===== src/rtl/axi4_slave_write_channel_if.sv =====
// Bus bundle for the AXI4 write-channel responder: AW/W/B toward the external master
// plus the inner per-beat write port. The "master" modport is everything around the responder.
interface axi4_slave_write_channel_if #(
  parameter int AddressWidth = 32,
  parameter int DataWidth    = 32
);
  logic [AddressWidth-1:0]  S_AWADDR;
  logic [7:0]               S_AWLEN;
  logic [2:0]               S_AWSIZE;
  logic [1:0]               S_AWBURST;
  logic                     S_AWVALID;
  logic                     S_AWREADY;
  logic [DataWidth-1:0]     S_WDATA;
  logic [DataWidth/8-1:0]   S_WSTRB;
  logic                     S_WLAST;
  logic                     S_WVALID;
  logic                     S_WREADY;
  logic [1:0]               S_BRESP;
  logic                     S_BVALID;
  logic                     S_BREADY;
  logic [AddressWidth-1:0]  INNER_WADDR;
  logic [DataWidth-1:0]     INNER_WDATA;
  logic [DataWidth/8-1:0]   INNER_WSTRB;
  logic                     INNER_WLAST;
  logic                     INNER_WVALID;
  logic                     INNER_WREADY;

  modport slave (
    input  S_AWADDR, S_AWLEN, S_AWSIZE, S_AWBURST, S_AWVALID,
    input  S_WDATA, S_WSTRB, S_WLAST, S_WVALID, S_BREADY, INNER_WREADY,
    output S_AWREADY, S_WREADY, S_BRESP, S_BVALID,
    output INNER_WADDR, INNER_WDATA, INNER_WSTRB, INNER_WLAST, INNER_WVALID
  );

  modport master (
    output S_AWADDR, S_AWLEN, S_AWSIZE, S_AWBURST, S_AWVALID,
    output S_WDATA, S_WSTRB, S_WLAST, S_WVALID, S_BREADY, INNER_WREADY,
    input  S_AWREADY, S_WREADY, S_BRESP, S_BVALID,
    input  INNER_WADDR, INNER_WDATA, INNER_WSTRB, INNER_WLAST, INNER_WVALID
  );
endinterface


===== src/rtl/axi4_slave_write_channel.sv =====
// AXI4 write responder, one burst outstanding; replays each W beat on the inner port.
// Optional macro AXI4_SLAVE_WR_PROTOCOL_CHECK_EN adds WLAST/burst-type checking with SLVERR.
module axi4_slave_write_channel #(
  parameter int AddressWidth = 32,
  parameter int DataWidth    = 32
) (
  input logic                        ACLK,
  input logic                        ARESETN,
  axi4_slave_write_channel_if.slave  io_bus
);
  localparam logic [AddressWidth-1:0] BeatBytes = AddressWidth'(DataWidth / 8);

  typedef enum logic [1:0] {
    IDLE = 2'd0,
    DATA = 2'd1,
    RESP = 2'd2
  } state_t;

  state_t                  r_state;
  state_t                  w_next;
  logic [AddressWidth-1:0] r_addr;
  logic [7:0]              r_len;
  logic [7:0]              r_beat;
  logic [1:0]              r_burst;
  logic                    r_err;
  logic                    r_drain;

  logic       w_awready;
  logic       w_wready;
  logic       w_bvalid;
  logic [1:0] w_bresp;
  logic       w_inner_wvalid;
  logic       w_inner_wlast;
  logic       w_last_beat;
  logic       w_beat_hs;
  logic       w_aw_bad;
  logic       w_wlast_bad;
  logic       w_unused;

  assign w_last_beat = (r_beat == r_len);
  // w_wready is only ever high in DATA, so this is a DATA-state beat
  assign w_beat_hs   = io_bus.S_WVALID & w_wready;

`ifdef AXI4_SLAVE_WR_PROTOCOL_CHECK_EN
  assign w_aw_bad    = io_bus.S_AWBURST[1];
  assign w_wlast_bad = io_bus.S_WLAST ^ w_last_beat;
`else
  assign w_aw_bad    = 1'b0;
  assign w_wlast_bad = 1'b0;
`endif

  assign w_unused = ^{io_bus.S_AWSIZE, io_bus.S_WLAST};

  // State register
  always_ff @(posedge ACLK) begin
    if (!ARESETN) begin
      r_state <= IDLE;
    end else begin
      r_state <= w_next;
    end
  end

  // Next state and handshake outputs decoded from the current state
  always_comb begin
    w_next         = r_state;
    w_awready      = 1'b0;
    w_wready       = 1'b0;
    w_bvalid       = 1'b0;
    w_bresp        = 2'b00;
    w_inner_wvalid = 1'b0;
    w_inner_wlast  = 1'b0;
    case (r_state)
      IDLE: begin
        w_awready = 1'b1;
        if (io_bus.S_AWVALID) begin
          w_next = DATA;
        end else begin
          w_next = IDLE;
        end
      end
      DATA: begin
        // Unsupported bursts are drained without reaching the inner port
        w_wready       = r_drain ? 1'b1 : io_bus.INNER_WREADY;
        w_inner_wvalid = io_bus.S_WVALID & ~r_drain;
        w_inner_wlast  = w_last_beat;
        if (w_beat_hs && w_last_beat) begin
          w_next = RESP;
        end else begin
          w_next = DATA;
        end
      end
      RESP: begin
        w_bvalid = 1'b1;
        w_bresp  = r_err ? 2'b10 : 2'b00;
        if (io_bus.S_BREADY) begin
          w_next = IDLE;
        end else begin
          w_next = RESP;
        end
      end
      default: begin
        w_next = IDLE;
      end
    endcase
  end

  // Burst context: captured at AW, advanced on every accepted beat
  always_ff @(posedge ACLK) begin
    if (!ARESETN) begin
      r_addr  <= '0;
      r_len   <= 8'd0;
      r_beat  <= 8'd0;
      r_burst <= 2'b00;
      r_err   <= 1'b0;
      r_drain <= 1'b0;
    end else if (r_state == IDLE && io_bus.S_AWVALID) begin
      r_addr  <= io_bus.S_AWADDR;
      r_len   <= io_bus.S_AWLEN;
      r_burst <= io_bus.S_AWBURST;
      r_beat  <= 8'd0;
      r_err   <= w_aw_bad;
      r_drain <= w_aw_bad;
    end else if (w_beat_hs) begin
      r_beat <= r_beat + 8'd1;
      if (r_burst != 2'b00) begin
        r_addr <= r_addr + BeatBytes;
      end
      if (w_wlast_bad) begin
        r_err <= 1'b1;
      end
    end
  end

  assign io_bus.S_AWREADY    = w_awready;
  assign io_bus.S_WREADY     = w_wready;
  assign io_bus.S_BVALID     = w_bvalid;
  assign io_bus.S_BRESP      = w_bresp;
  assign io_bus.INNER_WVALID = w_inner_wvalid;
  assign io_bus.INNER_WLAST  = w_inner_wlast;
  assign io_bus.INNER_WADDR  = r_addr;
  assign io_bus.INNER_WDATA  = io_bus.S_WDATA;
  assign io_bus.INNER_WSTRB  = io_bus.S_WSTRB;
endmodule


===== src/flat_wrapper.sv =====
// flat-port wrapper written by rule: the top's interface ports become plain ports
module axi4_slave_write_channel_flat 
#(
  parameter int AddressWidth = 32,
  parameter int DataWidth    = 32
)
  (ACLK, ARESETN, io_bus_S_AWADDR, io_bus_S_AWLEN, io_bus_S_AWSIZE, io_bus_S_AWBURST, io_bus_S_AWVALID, io_bus_S_WDATA, io_bus_S_WSTRB, io_bus_S_WLAST, io_bus_S_WVALID, io_bus_S_BREADY, io_bus_INNER_WREADY, io_bus_S_AWREADY, io_bus_S_WREADY, io_bus_S_BRESP, io_bus_S_BVALID, io_bus_INNER_WADDR, io_bus_INNER_WDATA, io_bus_INNER_WSTRB, io_bus_INNER_WLAST, io_bus_INNER_WVALID);
  axi4_slave_write_channel_if #(.AddressWidth(AddressWidth), .DataWidth(DataWidth)) io_bus_i ();
  input logic ACLK;
  input logic ARESETN;
  input wire logic [$bits(io_bus_i.S_AWADDR)-1:0] io_bus_S_AWADDR;
  input wire logic [$bits(io_bus_i.S_AWLEN)-1:0] io_bus_S_AWLEN;
  input wire logic [$bits(io_bus_i.S_AWSIZE)-1:0] io_bus_S_AWSIZE;
  input wire logic [$bits(io_bus_i.S_AWBURST)-1:0] io_bus_S_AWBURST;
  input wire logic [$bits(io_bus_i.S_AWVALID)-1:0] io_bus_S_AWVALID;
  input wire logic [$bits(io_bus_i.S_WDATA)-1:0] io_bus_S_WDATA;
  input wire logic [$bits(io_bus_i.S_WSTRB)-1:0] io_bus_S_WSTRB;
  input wire logic [$bits(io_bus_i.S_WLAST)-1:0] io_bus_S_WLAST;
  input wire logic [$bits(io_bus_i.S_WVALID)-1:0] io_bus_S_WVALID;
  input wire logic [$bits(io_bus_i.S_BREADY)-1:0] io_bus_S_BREADY;
  input wire logic [$bits(io_bus_i.INNER_WREADY)-1:0] io_bus_INNER_WREADY;
  output wire logic [$bits(io_bus_i.S_AWREADY)-1:0] io_bus_S_AWREADY;
  output wire logic [$bits(io_bus_i.S_WREADY)-1:0] io_bus_S_WREADY;
  output wire logic [$bits(io_bus_i.S_BRESP)-1:0] io_bus_S_BRESP;
  output wire logic [$bits(io_bus_i.S_BVALID)-1:0] io_bus_S_BVALID;
  output wire logic [$bits(io_bus_i.INNER_WADDR)-1:0] io_bus_INNER_WADDR;
  output wire logic [$bits(io_bus_i.INNER_WDATA)-1:0] io_bus_INNER_WDATA;
  output wire logic [$bits(io_bus_i.INNER_WSTRB)-1:0] io_bus_INNER_WSTRB;
  output wire logic [$bits(io_bus_i.INNER_WLAST)-1:0] io_bus_INNER_WLAST;
  output wire logic [$bits(io_bus_i.INNER_WVALID)-1:0] io_bus_INNER_WVALID;
  assign io_bus_i.S_AWADDR = io_bus_S_AWADDR;
  assign io_bus_i.S_AWLEN = io_bus_S_AWLEN;
  assign io_bus_i.S_AWSIZE = io_bus_S_AWSIZE;
  assign io_bus_i.S_AWBURST = io_bus_S_AWBURST;
  assign io_bus_i.S_AWVALID = io_bus_S_AWVALID;
  assign io_bus_i.S_WDATA = io_bus_S_WDATA;
  assign io_bus_i.S_WSTRB = io_bus_S_WSTRB;
  assign io_bus_i.S_WLAST = io_bus_S_WLAST;
  assign io_bus_i.S_WVALID = io_bus_S_WVALID;
  assign io_bus_i.S_BREADY = io_bus_S_BREADY;
  assign io_bus_i.INNER_WREADY = io_bus_INNER_WREADY;
  assign io_bus_S_AWREADY = io_bus_i.S_AWREADY;
  assign io_bus_S_WREADY = io_bus_i.S_WREADY;
  assign io_bus_S_BRESP = io_bus_i.S_BRESP;
  assign io_bus_S_BVALID = io_bus_i.S_BVALID;
  assign io_bus_INNER_WADDR = io_bus_i.INNER_WADDR;
  assign io_bus_INNER_WDATA = io_bus_i.INNER_WDATA;
  assign io_bus_INNER_WSTRB = io_bus_i.INNER_WSTRB;
  assign io_bus_INNER_WLAST = io_bus_i.INNER_WLAST;
  assign io_bus_INNER_WVALID = io_bus_i.INNER_WVALID;
  axi4_slave_write_channel #(.AddressWidth(AddressWidth), .DataWidth(DataWidth)) u_core (.ACLK(ACLK), .ARESETN(ARESETN), .io_bus(io_bus_i));
endmodule

===== config.mk =====
export PLATFORM = sky130hd
export DESIGN_NAME = axi4_slave_write_channel_flat
export DESIGN_NICKNAME = d
export VERILOG_FILES = /design/src/rtl/axi4_slave_write_channel_if.sv /design/src/rtl/axi4_slave_write_channel.sv /design/src/flat_wrapper.sv
export SDC_FILE = /design/constraint.sdc
export NUM_CORES = 1
export LEC_CHECK = 0
export CAP_MARGIN = 0
export CORE_MARGIN = 5
export CORE_UTILIZATION = 41
export DETAILED_ROUTE_END_ITERATION = 12
export HOLD_SLACK_MARGIN = 0.15
export PLACE_DENSITY = 0.84
export SLEW_MARGIN = 5
export SYNTH_ARGS = -nofsm -noshare
export SYNTH_HDL_FRONTEND = slang
export SYNTH_SLANG_ARGS = --single-unit

===== constraint.sdc =====
create_clock -name ACLK -period 2.8 [get_ports ACLK]
set_input_delay 0.42 -clock ACLK [delete_from_list [all_inputs] [get_ports ACLK]]
set_output_delay 0.42 -clock ACLK [all_outputs]
set_load 0.03 [all_outputs]

==> results.yml <==
synthesis:
  yosysSeqAreaShare_pct: 36.6
  synth_area_um2: 2840
  synthArstFlopShare_pct: 0
  dominantRegCellSynth: "dfxtp_1"
  synth_commonest_cells: "dfxtp_1, nand2_1, buf_4"
  synth_top_family_by_area: "simple AND/OR/NAND/NOR gates"
  synth-xor-area-share_pct: 12.0
  synthSimpleGateAreaFrac_pct: 23.5
  synth_top_cell_by_area: "dfxtp_1"
  post_synth.cell_area_avg_um2: 8.08
  synthAdderAreaFrac_pct: 0.880
  muxShareOfSynthArea_pct: 0.748
  synth_top_cell_area_share_pct: 36.6
  synth_edf_count: 0
  synth_compound_area_share_pct: 13.8
  ys_warn_count: 0
  synth_cell_types: 39
  synthTopCellsByArea: "dfxtp_1, buf_4, xor2_1"
  syn_inst: 352
  ys_ff_latch: 52
  synthMostInstantiatedCell: "dfxtp_1"
sta:
  worstMarginPinSlew_ns: 0.540
  slew_headroom_pct: 63.8
  period_share_pct: 92.7
  rsz0062_at_grt: "false"
  setup_tns_ns: 0
  drv_slew: 0
  max_freq_ghz: 0.385
  hold_viol_final: 0
  finalSetupViolations: 0
  skew_ns: 0.0116
  post-route-min-period_ns: 2.60
worst_setup_path:
  crit_path_max_fanout: 5
  reg2reg_from: "u_core.io_bus.INNER_WADDR[2]"
  required_ns: 2.38
  max_stage_delay_ns: 0.70
  cp_slowest_cell: "clkdlybuf4s50_1"
  worstReg2RegEnd: "u_core.io_bus.INNER_WADDR[30]"
  crit_path_end_kind: "output pin"
  path_cells: "xor2_1 -> nor4_1 -> nand2_1 -> nor3b_1 -> clkdlybuf4s50_1"
  worstSetupStartpointType: "flip-flop"
  reg2reg_depth: 6
  path_class: "reg2out"
  critPathArrivalTime_ns: 2.18
  reg2reg_slack_ns: 0.82
drt:
  drt-total-wl_um: 7000
  drcViolationCount: 0
  vias: 2528
  drt_iter0_drc: 117
  viasPerCell: 5.28
  wl_per_cell_um: 14.6
  antenna_left: 0
  drt_pass1_iterations: 4
finish:
  area_delta_synth_final_pct: 27.3
  nets: 488
  final_util_pct: 53.6
  antenna_cells: 0
  drive_gt1_share_pct: 5.01
min_path:
  min_path_type: "reg2reg"
  hold_path_depth: 2
  hold_start: "u_core.r_burst[1]"
  min_to: "u_core.r_burst[1]"
floorplanning:
  core_area_um2: 6760
  die_area_um2: 8700
  die_h_um: 93.3
  io_pins: 163
  start_util_pct: 42.1
  rows: 30
  fp.dieW_um: 93.3
cts:
  clockBufferDepth: 2
  cts_htree_levels: 2
  cts_tree: "built"
  post_cts_buffers: 0
  cts_repair_resize_count: 0
  clk_pin_slew_ns: 0.09
  root_buffer: "clkbuf_8"
  cts_buffers: 5
  clk_latency_ns: 0.30
  clock_sinks: 52
  cts_hold_buf: 0
global_routing:
  busiest_layer: "met2"
  grtUsageMet3_pct: 5.47
  grt.met1_usage_pct: 19.6
  antenna_found_initial: 0
  grt_start_max_net_pins: 51
  use_met2_pct: 27.4
  track_usage_pct: 16.2
  grt-ovfl-total: 0
  grt_pass1_vias: 2408
  grt_pass1_wl_um: 11600
placement:
  place_congestion: 0.781
  dp_hpwl_um: 5240
  io_buffers: 84
pwr:
  ir_drop_mv: 0.249
  pwr_density_cell_nw_per_um2: 485
  p_leak_nw: 1.31
run:
  cap_violations: 0
outcome:
  status: "complete, no violations"
-- state kept, by name, indices dropped and copies added, names as in the netlist --
name	flops
u_core.io_bus.INNER_WADDR	32
u_core.r_beat	8
u_core.r_len	8
u_core.r_burst	2
u_core.r_state	2
-- per-stage QoR --
step                      worst slack (ns)  instances  total power, mW  area, µm²  hold WS, ns
final                                0.203        479             1.76       3620        0.461
after global routing               0.00658        479             1.84       3620        0.476
after CTS                            0.177        479             1.78       3620        0.462
after detailed placement             0.375        471             1.27       3510        0.449
after global placement               0.422        471             1.26       3510        0.442
after floorplan                      0.798        353             1.17       2850        0.436
-- metal layers --
metal,vias to the layer above,part of all wire (%)
li1,1271,-
met1,1159,41
met2,90,49
met3,8,9.6
met4,0,0.56
met5,-,0
-- worst max path at each step --
stage	startpoint	to	slack, ns
floorplan	u_core.r_beat[1]	io_bus_INNER_WLAST	0.80
global placement	io_bus_S_WVALID	u_core.io_bus.INNER_WADDR[30]	0.42
detailed placement	io_bus_S_WVALID	u_core.io_bus.INNER_WADDR[30]	0.37
CTS	u_core.r_beat[3]	io_bus_INNER_WLAST	0.18
global route	u_core.r_beat[3]	io_bus_INNER_WLAST	0.007
finish	u_core.r_beat[3]	io_bus_INNER_WLAST	0.20
-- area by class of cell --
type / count / area, µm²
Clock buffer: 6 / 72.6
Clock inverter: 2 / 35.0
Fill cell: 648 / 3140
Inverter: 2 / 7.51
Multi-Input combinational cell: 246 / 1460
Sequential cell: 52 / 1040
Tap cell: 80 / 100
Timing Repair Buffer: 91 / 906
-- critical path: cells and delay by family (launching register included) --
| family | cells | cell delay (ns) |
|---|---|---|
| xor gates and xnor gates | 1 | 0.15 |
| buffers and inverters | 1 | 0.70 |
| DFF | 1 | 0.36 |
| and+or+nand+nor | 3 | 0.66 |
-- layout by cell type (no fill, tap or decap), drive strengths merged --
cell	n
clkinv	2
and3	4
and2	2
nand3b	1
and4b	1
clkdlybuf4s50	84
nor2b	2
ha	2
nand4	11
nor2	29
nand2	42
conb	2
a31oi	4
xnor2	7
nor3	1
buf	7
and4	4
nor3b	1
mux2i	1
clkbuf	6
o31ai	1
and3b	2
o21ai	27
a21oi	34
nand3	16
or4	1
nand4b	1
a311oi	1
bufinv	1
xor2	32
mux2	1
nor4	7
inv	1
a211oi	5
o21a	1
dfxtp	52
or3	3
-- where the power goes --
part           internal [mW]  switching [mW]
sequential             0.789          0.0573
clock                  0.266           0.241
combinational          0.189           0.212
total                   1.24           0.511
-- cell families after synthesis --
kind of cell               after synthesis
and+or+nand+nor                        128
AOI/OAI and AO/OA                       73
buffers and inverters                   55
DFF                                     52
xor gates and xnor gates                39
adders and majority gates                2
muxes                                    2
other                                    1
Note: power is estimated with default switching activity, not from simulation.
